**src/rtl/pmem_dump.sv**
```systemverilog
// PMem block dump: streams a header byte, two bytes per instruction and
// an 8-bit checksum over a valid/ready byte interface.
module pmem_dump #(
  parameter int ADDR_W = 8,
  parameter int INST_W = 12
) (
  input  logic              clk,
  input  logic              rst,
  input  logic              start,
  input  logic [ADDR_W-1:0] base_addr,
  input  logic [ADDR_W-1:0] count,
  output logic              mem_E,
  output logic [ADDR_W-1:0] mem_Addr,
  input  logic [INST_W-1:0] mem_Inst,
  output logic [7:0]        tx_data,
  output logic              tx_valid,
  input  logic              tx_ready,
  output logic              busy,
  output logic              done
);

  typedef enum logic [2:0] {
    S_IDLE,
    S_HEADER,
    S_READ,
    S_CAPTURE,
    S_SEND_HI,
    S_SEND_LO,
    S_SEND_SUM
  } state_t;

  state_t r_state;
  state_t w_next;

  logic [ADDR_W-1:0] r_addr;
  logic [ADDR_W-1:0] r_rem;
  logic [ADDR_W-1:0] r_cnt;
  logic [ADDR_W-1:0] r_mem_addr;
  logic [INST_W-1:0] r_inst;
  logic [7:0]        r_sum;
  logic              r_done;
  logic              w_xfer;
  logic [15:0]       w_inst16;

  assign w_xfer   = tx_valid && tx_ready;
  assign w_inst16 = 16'(r_inst);
  assign done     = r_done;

  always_ff @(posedge clk) begin
    if (!rst) r_state <= S_IDLE;
    else      r_state <= w_next;
  end

  always_comb begin
    w_next = r_state;
    unique case (r_state)
      S_IDLE:     if (start) w_next = S_HEADER;
      S_HEADER:
        if (w_xfer)
          w_next = (r_cnt == '0) ? S_SEND_SUM : S_READ;
      S_READ:     w_next = S_CAPTURE;
      S_CAPTURE:  w_next = S_SEND_HI;
      S_SEND_HI:  if (w_xfer) w_next = S_SEND_LO;
      S_SEND_LO:
        if (w_xfer)
          w_next = (r_rem == ADDR_W'(1)) ? S_SEND_SUM : S_READ;
      S_SEND_SUM: if (w_xfer) w_next = S_IDLE;
      default:    w_next = S_IDLE;
    endcase
  end

  always_comb begin
    mem_E    = 1'b0;
    mem_Addr = r_mem_addr;
    tx_valid = 1'b0;
    tx_data  = 8'h00;
    busy     = (r_state != S_IDLE);
    unique case (r_state)
      S_HEADER: begin
        tx_valid = 1'b1;
        tx_data  = 8'(r_cnt);
      end
      S_READ: begin
        mem_E    = 1'b1;
        mem_Addr = r_addr;
      end
      S_SEND_HI: begin
        tx_valid = 1'b1;
        tx_data  = w_inst16[15:8];
      end
      S_SEND_LO: begin
        tx_valid = 1'b1;
        tx_data  = w_inst16[7:0];
      end
      S_SEND_SUM: begin
        tx_valid = 1'b1;
        tx_data  = r_sum;
      end
      default: ;
    endcase
  end

  // Checksum accumulates every byte sent before the checksum itself.
  always_ff @(posedge clk) begin
    if (!rst) begin
      r_addr     <= '0;
      r_rem      <= '0;
      r_cnt      <= '0;
      r_mem_addr <= '0;
      r_inst     <= '0;
      r_sum      <= '0;
      r_done     <= 1'b0;
    end else begin
      r_done <= 1'b0;
      unique case (r_state)
        S_IDLE:
          if (start) begin
            r_addr <= base_addr;
            r_rem  <= count;
            r_cnt  <= count;
            r_sum  <= '0;
          end
        S_HEADER:
          if (w_xfer) r_sum <= r_sum + tx_data;
        S_READ:    r_mem_addr <= r_addr;
        S_CAPTURE: r_inst <= mem_Inst;
        S_SEND_HI:
          if (w_xfer) r_sum <= r_sum + tx_data;
        S_SEND_LO:
          if (w_xfer) begin
            r_sum <= r_sum + tx_data;
            r_rem <= r_rem - ADDR_W'(1);
            if (r_rem != ADDR_W'(1))
              r_addr <= r_addr + ADDR_W'(1);
          end
        S_SEND_SUM:
          if (w_xfer) r_done <= 1'b1;
        default: ;
      endcase
    end
  end

endmodule

```
**config.mk**
```make
export PLATFORM = sky130hd
export DESIGN_NAME = pmem_dump
export DESIGN_NICKNAME = d
export VERILOG_FILES = /design/src/rtl/pmem_dump.sv
export SDC_FILE = /design/constraint.sdc
export NUM_CORES = 1
export LEC_CHECK = 0
export CAP_MARGIN = 20
export CORE_ASPECT_RATIO = 0.7
export CORE_MARGIN = 4
export CORE_UTILIZATION = 40
export CTS_BUF_LIST = sky130_fd_sc_hd__clkbuf_16
export CTS_CLUSTER_DIAMETER = 80
export DETAILED_ROUTE_END_ITERATION = 16
export GPL_ROUTABILITY_DRIVEN = 0
export PLACE_DENSITY = 0.68
export SYNTH_ARGS = -nofsm -noshare
export SYNTH_HDL_FRONTEND = slang
export SYNTH_SLANG_ARGS = --single-unit
```
**constraint.sdc**
```tcl
create_clock -name clk -period 2.8 [get_ports clk]
set_clock_uncertainty 0.05 [all_clocks]
set_input_delay 0.56 -clock clk [delete_from_list [all_inputs] [get_ports clk]]
set_output_delay 0.56 -clock clk [all_outputs]
set_load 0.01 [all_outputs]
```
* Yosys cells after proc, flatten, opt, wreduce, memory -nomap -nowiden
Cells that the tools add are included.
** Word-level totals
- Flip-flop bits (word level) :: 56
- Input bits :: 32
- Output and inout port bits :: 20
** Cells by class
- Add/subtract/negate cells :: 3
- Equal/unequal tests :: 15
- Mux-type cells :: 23
- Reduce and logical (&&, ||, !) cells :: 14
** Operator list (number)
- 8-bit 2-to-1 mux :: 8
- 8-bit case mux with 2 select lines :: 3
- 8-bit case mux with 4 select lines :: 1
- 3-bit 2-to-1 mux :: 7
- 3-bit case mux with 7 select lines :: 1
- 2-bit inequality test (second input constant) :: 6
- 3-bit == test (second input constant) :: 3
- 8-bit by 1-bit adder with 8-bit output (second input constant) :: 1
- 8-bit adder :: 1
- 8-bit by 1-bit == test with 1-bit output (second input constant) :: 1
- 8-bit zero test :: 1
- 8-bit by 1-bit inequality test with 1-bit output (second input constant) :: 1
- 8-bit by 1-bit subtractor with 8-bit output (second input constant) :: 1
- 3-bit by 2-bit == test with 1-bit output (second input constant) :: 2
- 3-bit AND reduction :: 2
- 5-bit AND reduction :: 1
- 2-bit AND reduction :: 2
- 4-bit AND reduction :: 1
- 2-bit nonzero test :: 2
- 4-bit OR reduction :: 1
- 3-bit by 1-bit == test with 1-bit output (second input constant) :: 1
- 3-bit zero test :: 1
- 1-bit 2-to-1 mux :: 3
- 3-bit nonzero test :: 1
- other kinds (3) :: 3

* Logic depth before layout (Yosys ltp)
Gate-level depths: netlist of the first run.
- Word-level depth :: 6
- Mapped depth :: 14
- Depth with buffers taken out :: 12

* Worst setup path after synthesis of the first run
Ideal clock, no wire load.
- Path kind :: register to register
- Start :: register r_state[0]
- End :: register r_sum[7]
- Arrival :: 3.072 ns
- Data required time :: 2.689 ns
- Setup slack :: -0.383 ns
- Cell stages (with the launch flop) :: 12
- Path buffers :: 1
- Cell sequence :: dfxtp_1 > clkbuf_1 > nor2b_1 > a22oi_1 > o21ai_0 > ha_1 > a21o_1 > a2111o_1 > o22ai_2 > xnor2_1 > a2111oi_1 > a41o_1
** On the way
- Elaborated cells between the ends (all ways) :: 17
- Classes of those cells :: add/sub: 1; eq/ne: 6; mux: 4; reduce/logical: 6
** RTL lines
- start: declaration :: line 32 : state_t r_state;
- start signal: assignment :: line 51 : else r_state <= w_next;
- 3-bit == test / 3-bit by 1-bit == test with 1-bit output (equally long branches) :: line 78 : unique case (r_state)
- 8-bit case mux with 4 select lines * :: line 78
- net tx_data[3] :: line 15 : output logic [7:0] tx_data,
- 8-bit adder * :: line 124, 128, 131
- 8-bit 2-to-1 mux * :: line 124, 128, 130
- 8-bit case mux with 2 select lines * :: line 115 : unique case (r_state)
- end signal: assignment :: line 124 : if (w_xfer) r_sum <= r_sum + tx_data;
- end signal: assignment :: line 128 : if (w_xfer) r_sum <= r_sum + tx_data;
- end signal: assignment :: line 131 : r_sum <= r_sum + tx_data;
- end: declaration :: line 40 : logic [7:0] r_sum;
Mark *: on every way through the listed nets, which the timed path passes. The rest lies on a longest branch. The select of a mux whose other input is x is not followed.
A chain may end at the register's enable or synchronous reset.

* Worst setup path after layout of the first run
- Start :: register r_state[0]
- End :: register r_sum[6]
** On the way
- Word-level cells in the longest chain between the ends :: 6
- Elaborated cells between the ends (all ways) :: 17
- Classes of those cells :: add/sub: 1; eq/ne: 6; mux: 4; reduce/logical: 6
** RTL lines
- branches (longest 6 deep; another with 8-bit adder)
Parallel ways; which one is timed is not known. The select of a mux whose other input is x is not followed.

==> flow_summary.json, run 1 <==
{
  "nFillCells": 700,
  "clk_pin_slew_ps": 70,
  "register_area_um2": 1130,
  "worst_pin_slew_ps": 843,
  "grt_pass1_vias": 2760,
  "ys.warnings.count": 0,
  "finalHoldViolCount": 0,
  "post-route-period-util_pct": 97.4,
  "hold_depth": 2,
  "drtAntennaViolNets": 0,
  "max_stage_delay_ps": 410,
  "max_freq_mhz": 367,
  "final_common_cell": "nand2_1",
  "async_flop_share_pct": 0,
  "vdd_drop_max_mv": 0.229,
  "io_pins": 52,
  "dpl.hpwl_um": 6230,
  "required_ps": 2910,
  "post_drt_wl_per_cell_um": 15.6,
  "clock_latency_ps": 300,
  "row_count": 26,
  "syn-num-nets": 431,
  "cellPowerDensity_nw_per_um2": 488,
  "drt-initial-drc-count": 127,
  "drt-total-wl_um": 8450,
  "first_pass_iters": 5,
  "min_to": "r_inst[7]",
  "ctsLongestPathBuffers": 2,
  "arrival_ps": 2840,
  "synth_edf_count": 0,
  "cpLargestDelayFamily": "compound AO/OA/AOI/OAI gates",
  "yosys_register_bits": 56,
  "slew_headroom_pct": 43.7,
  "r2r-end": "r_sum[6]",
  "start_kind": "flop",
  "remaining_drc_errors": 0,
  "via_per_inst": 5.50,
  "reg2reg_slack_ps": 70,
  "cts_tree": "yes",
  "rr_worst_depth": 12,
  "ys.flop_type": "dfxtp_1",
  "finalNetCount": 487,
  "synth_cells": 388,
  "min-delay-start": "r_inst[7]",
  "grt_max_degree": 28,
  "antenna_found_initial": 0,
  "setup_viol_count_final": 0,
  "worstSetupPathType": "reg -> reg",
  "fin_crit_ps": 2730,
  "die_h_um": 80.8,
  "worstPathMaxFanout": 7,
  "overflow": 0,
  "leakage_nw": 1.67,
  "die_x_um": 112,
  "track_usage_pct": 18.9,
  "multiInputGateArea_um2": 1840,
  "ys_seq_area_share_pct": 37.0,
  "root_buffer": "clkbuf_16",
  "slew_viol_final": 0,
  "cp_num_buf_inv": 1,
  "hold_path_class": "reg -> reg",
  "cts_buffers": 5,
  "coreArea_um2": 7320,
  "io_buffers": 51,
  "syn2layout_area_growth_pct": 30.6,
  "syn_area_um2": 3030,
  "num_vias": 2985,
  "design.die.area_um2": 9060,
  "drive_above_1_share_pct": 11.9,
  "cts.sinks": 56,
  "rr_startpoint": "r_state[0]",
  "postPlaceCellArea_um2": 3720,
  "grt_pass1_wl_um": 13800,
  "htree_levels": 2,
  "cp-end-kind": "flop",
  "cp_slowest_cell": "fa_1",
  "final_cell_mix": "nand2_1, dfxtp_1, clkdlybuf4s50_1, a21oi_1, nor2_1",
  "outcome": "complete, no violations",
  "cap_violations": 0,
  "crit_chain": "buf_4 > mux2i_1 > o21ai_0 > a22o_1 > ha_1 > fa_1 > a21o_1 > a21oi_2 > o21bai_1 > a21oi_1 > xor2_1 > o32ai_1",
  "utilization_pct": 54.1,
  "antenna_cells": 0,
  "synth_cell_types": 51,
  "start_util_pct": 41.4,
  "syn_avg_cell_area_um2": 7.81,
  "fin_area_um2": 3960
}
## worst max path at each step
stage	from	to	slack (ps)	cells past startpoint
after floorplan	r_state[1]	r_sum[7]	3	13
after global placement	r_state[0]	r_sum[7]	-9	11
after detailed placement	r_state[0]	r_sum[7]	-100	11
after CTS	r_state[1]	r_sum[7]	3	10
after global routing	r_state[0]	r_sum[6]	-30	12
final	r_state[0]	r_sum[6]	70	12
## through the flow
step | std cells | TNS, ps | hold slack, ps | worst slack (ps) | power (mW)
floorplan | 388 | 0 | 386 | 2.89 | 1.12
detailed placement | 532 | -99.1 | 412 | -99.1 | 1.29
global placement | 532 | -9.24 | 408 | -9.24 | 1.28
global route | 543 | -32.7 | 447 | -26.4 | 2.02
finish | 543 | 0 | 418 | 71.9 | 1.93
CTS | 540 | 0 | 422 | 2.55 | 1.92
## report_power, final
group / switching (mW) / total (mW) / internal (mW) / leakage, nW
registers: 0.0456 / 0.885 / 0.840 / 0.457
logic: 0.217 / 0.403 / 0.187 / 1.15
clock network: 0.308 / 0.642 / 0.334 / 0.0702
total: 0.570 / 1.93 / 1.36 / 1.67
## routing by layer
metal,global-route usage [%],up-vias,routed length (µm)
met1,27.6,1395,4240
met2,28.3,91,3610
met4,4.80,0,70
met5,0,-,0
met3,4.02,8,531
li1,-,1491,-
## cell families (layout without fill, tap and decap cells)
family	count (synthesis)	in the layout	share of synthesized area [%]
XOR/XNOR	6	6	1.73
AO/OA/AOI/OAI	120	120	25.5
buffers and inverters	31	88	4.25
multiplexers	9	9	3.30
flip-flops	56	56	37.0
AND/OR/NAND/NOR	155	155	23.5
adder cells (fa/ha/maj)	11	11	4.79
## final cells by class
cell class	instances	area share (%)
Clock inverter	3	0.537
Timing Repair Buffer	71	17.4
Multi-Input combinational cell	301	46.5
Sequential cell	56	28.4
Tap cell	98	3.10
Inverter	9	0.853
Clock buffer	5	3.16
## registers in the layout, summed over array words and instances, names as in the netlist
name        count
r_mem_addr      8
r_addr          8
r_rem           8
r_cnt           8
done            1
r_inst         12
r_sum           8
r_state         3
## cell usage after synthesis (8+ instances only)
| master | count | area, µm² |
|---|---|---|
| nand3_1 | 14 | 70.1 |
| inv_1 | 8 | 30.0 |
| nor2_1 | 23 | 86.3 |
| ha_1 | 10 | 125 |
| and2_1 | 15 | 93.8 |
| mux2_2 | 8 | 90.1 |
| nand2_1 | 75 | 282 |
| clkbuf_1 | 15 | 56.3 |
| a21boi_0 | 13 | 97.6 |
| a22o_1 | 12 | 105 |
| dfxtp_1 | 56 | 1120 |
| a21oi_1 | 42 | 210 |
| o21ai_0 | 21 | 105 |
## worst min-delay path, delay by kind of cell (launching register included)
| kind | cells | cell delay, ps |
|---|---|---|
| DFF | 1 | 320 |
| and+or+nand+nor | 1 | 50 |
| AOI/OAI and AO/OA | 1 | 50 |
## timing repair
| action | CTS | global route |
|---|---|---|
| pin swaps | 1 | 2 |
| resized for setup | 5 | 18 |
| endpoints found under the setup margin | 12 | 16 |
| buffers inserted | 0 | 3 |
| hold buffers | 0 | 0 |
Power figures use the tool's default switching activity.
==> run 2, diff against run 1 <==
--- a/config.mk
+++ b/config.mk
@@ -7,7 +7,6 @@
 export LEC_CHECK = 0
 export CAP_MARGIN = 20
 export CORE_ASPECT_RATIO = 0.7
-export CORE_MARGIN = 4
 export CORE_UTILIZATION = 40
 export CTS_BUF_LIST = sky130_fd_sc_hd__clkbuf_16
 export CTS_CLUSTER_DIAMETER = 80
==> flow_summary.json, run 2 (synthesis gave the netlist of run 1 again) <==
{
  "outcome": "complete, no violations",
  "via_per_inst": 5.41,
  "io_buffers": 51,
  "start_kind": "flop",
  "reg2reg_slack_ps": 130,
  "setup_viol_count_final": 0,
  "dpl.hpwl_um": 5970,
  "nFillCells": 694,
  "postPlaceCellArea_um2": 3730,
  "cts_buffers": 5,
  "regMostFlops": "r_inst",
  "start_util_pct": 41.4,
  "die_h_um": 74.8,
  "coreArea_um2": 7320,
  "worstSetupPathType": "reg -> out",
  "die_x_um": 106,
  "cap_violations": 0,
  "io_pins": 52,
  "fin_hold_ws_ps": 421,
  "clock_latency_ps": 300,
  "antenna_cells": 0,
  "finalNetCount": 488,
  "grt_pass1_wl_um": 12900,
  "cts_hold_buf": 0,
  "arrival_ps": 2120,
  "slew_viol_final": 0,
  "row_count": 26,
  "finalHoldViolCount": 0,
  "cts.sinks": 56,
  "remaining_drc_errors": 0,
  "post-route-period-util_pct": 97.4,
  "pre_cts_slack_ps": -87.6,
  "rsz0062_at_grt": "yes",
  "design.die.area_um2": 7940,
  "max_freq_mhz": 367,
  "drt-initial-drc-count": 187,
  "largest_reg_flops": 12,
  "final_cell_mix": "nand2_1, dfxtp_1, clkdlybuf4s50_1, a21oi_1, nor2_1",
  "track_usage_pct": 20.9,
  "root_buffer": "clkbuf_16",
  "cp-end-kind": "primary output",
  "clk_pin_slew_ps": 70,
  "overflow": 0,
  "antenna_found_initial": 0,
  "hold_path_class": "reg -> reg",
  "final.setup.worst_slack_ps": 72.8,
  "total_power_mw": 1.93,
  "syn2layout_area_growth_pct": 29.6,
  "num_vias": 2943,
  "drive_above_1_share_pct": 11.9,
  "ctsLongestPathBuffers": 2,
  "first_pass_iters": 4,
  "fin_area_um2": 3930,
  "leakage_nw": 1.60,
  "drtAntennaViolNets": 0,
  "fin_crit_ps": 2730,
  "required_ps": 2190,
  "htree_levels": 2,
  "cts_tree": "yes",
  "worstPathMaxFanout": 11,
  "post_drt_wl_per_cell_um": 15.1,
  "grt_max_degree": 28,
  "worst_pin_slew_ps": 735,
  "drt-total-wl_um": 8230,
  "cellPowerDensity_nw_per_um2": 490,
  "fin_setup_tns_ps": 0,
  "final_common_cell": "nand2_1",
  "vdd_drop_max_mv": 0.225,
  "slew_headroom_pct": 50.9,
  "grt_pass1_vias": 2579
}
[run 2: layer usage]
metal | up-vias | GRT usage [%] | wire length, µm
met4 | 0 | 5.09 | 49
li1 | 1483 | - | -
met5 | - | 0 | 0
met1 | 1361 | 31.8 | 4340
met3 | 4 | 3.46 | 479
met2 | 95 | 30.8 | 3360
[run 2: cell type report]
| class | count | area [µm²] | share of cell area [%] |
|---|---|---|---|
| Timing Repair Buffer | 72 | 673 | 17.1 |
| Tap cell | 98 | 123 | 3.12 |
| Sequential cell | 56 | 1130 | 28.7 |
| Multi-Input combinational cell | 301 | 1820 | 46.4 |
| Clock inverter | 3 | 22.5 | 0.573 |
| Clock buffer | 5 | 125 | 3.19 |
| Inverter | 9 | 33.8 | 0.860 |
[run 2: worst paths after layout]
check	to	start	depth (start not counted)
setup / recovery	tx_data[7]	r_state[0]	6
hold / removal	r_inst[7]	r_inst[7]	2
setup reg to reg	r_sum[7]	r_state[1]	12
hold reg to reg	r_inst[7]	r_inst[7]	2
[run 2: critical path, stage by stage, from the launching register on]
cell and delay, ps:
dfxtp_2 410, buf_4 190, nand2b_1 80, nor2_1 220
buf_4 180, a22o_1 190, clkdlybuf4s50_1 560
[run 2: report_power, final]
part / total, mW / switching, mW / internal [mW]
clock network: 0.648 / 0.312 / 0.336
registers: 0.882 / 0.0433 / 0.839
logic: 0.395 / 0.214 / 0.181
total: 1.93 / 0.570 / 1.36
[run 2: through the flow]
stage	utilization, %	cells
after global routing	53.7	544
after detailed placement	51.0	534
after global placement	51.0	534
after floorplan	-	388
final	53.7	544
after CTS	53.2	544
[run 2: repair_timing]
action | CTS | global route
pin swaps | 0 | 3
gates resized for setup | 10 | 10
endpoints found under the setup margin | 12 | 11
setup buffers | 2 | 0
endpoints found under the hold margin | 0 | 0
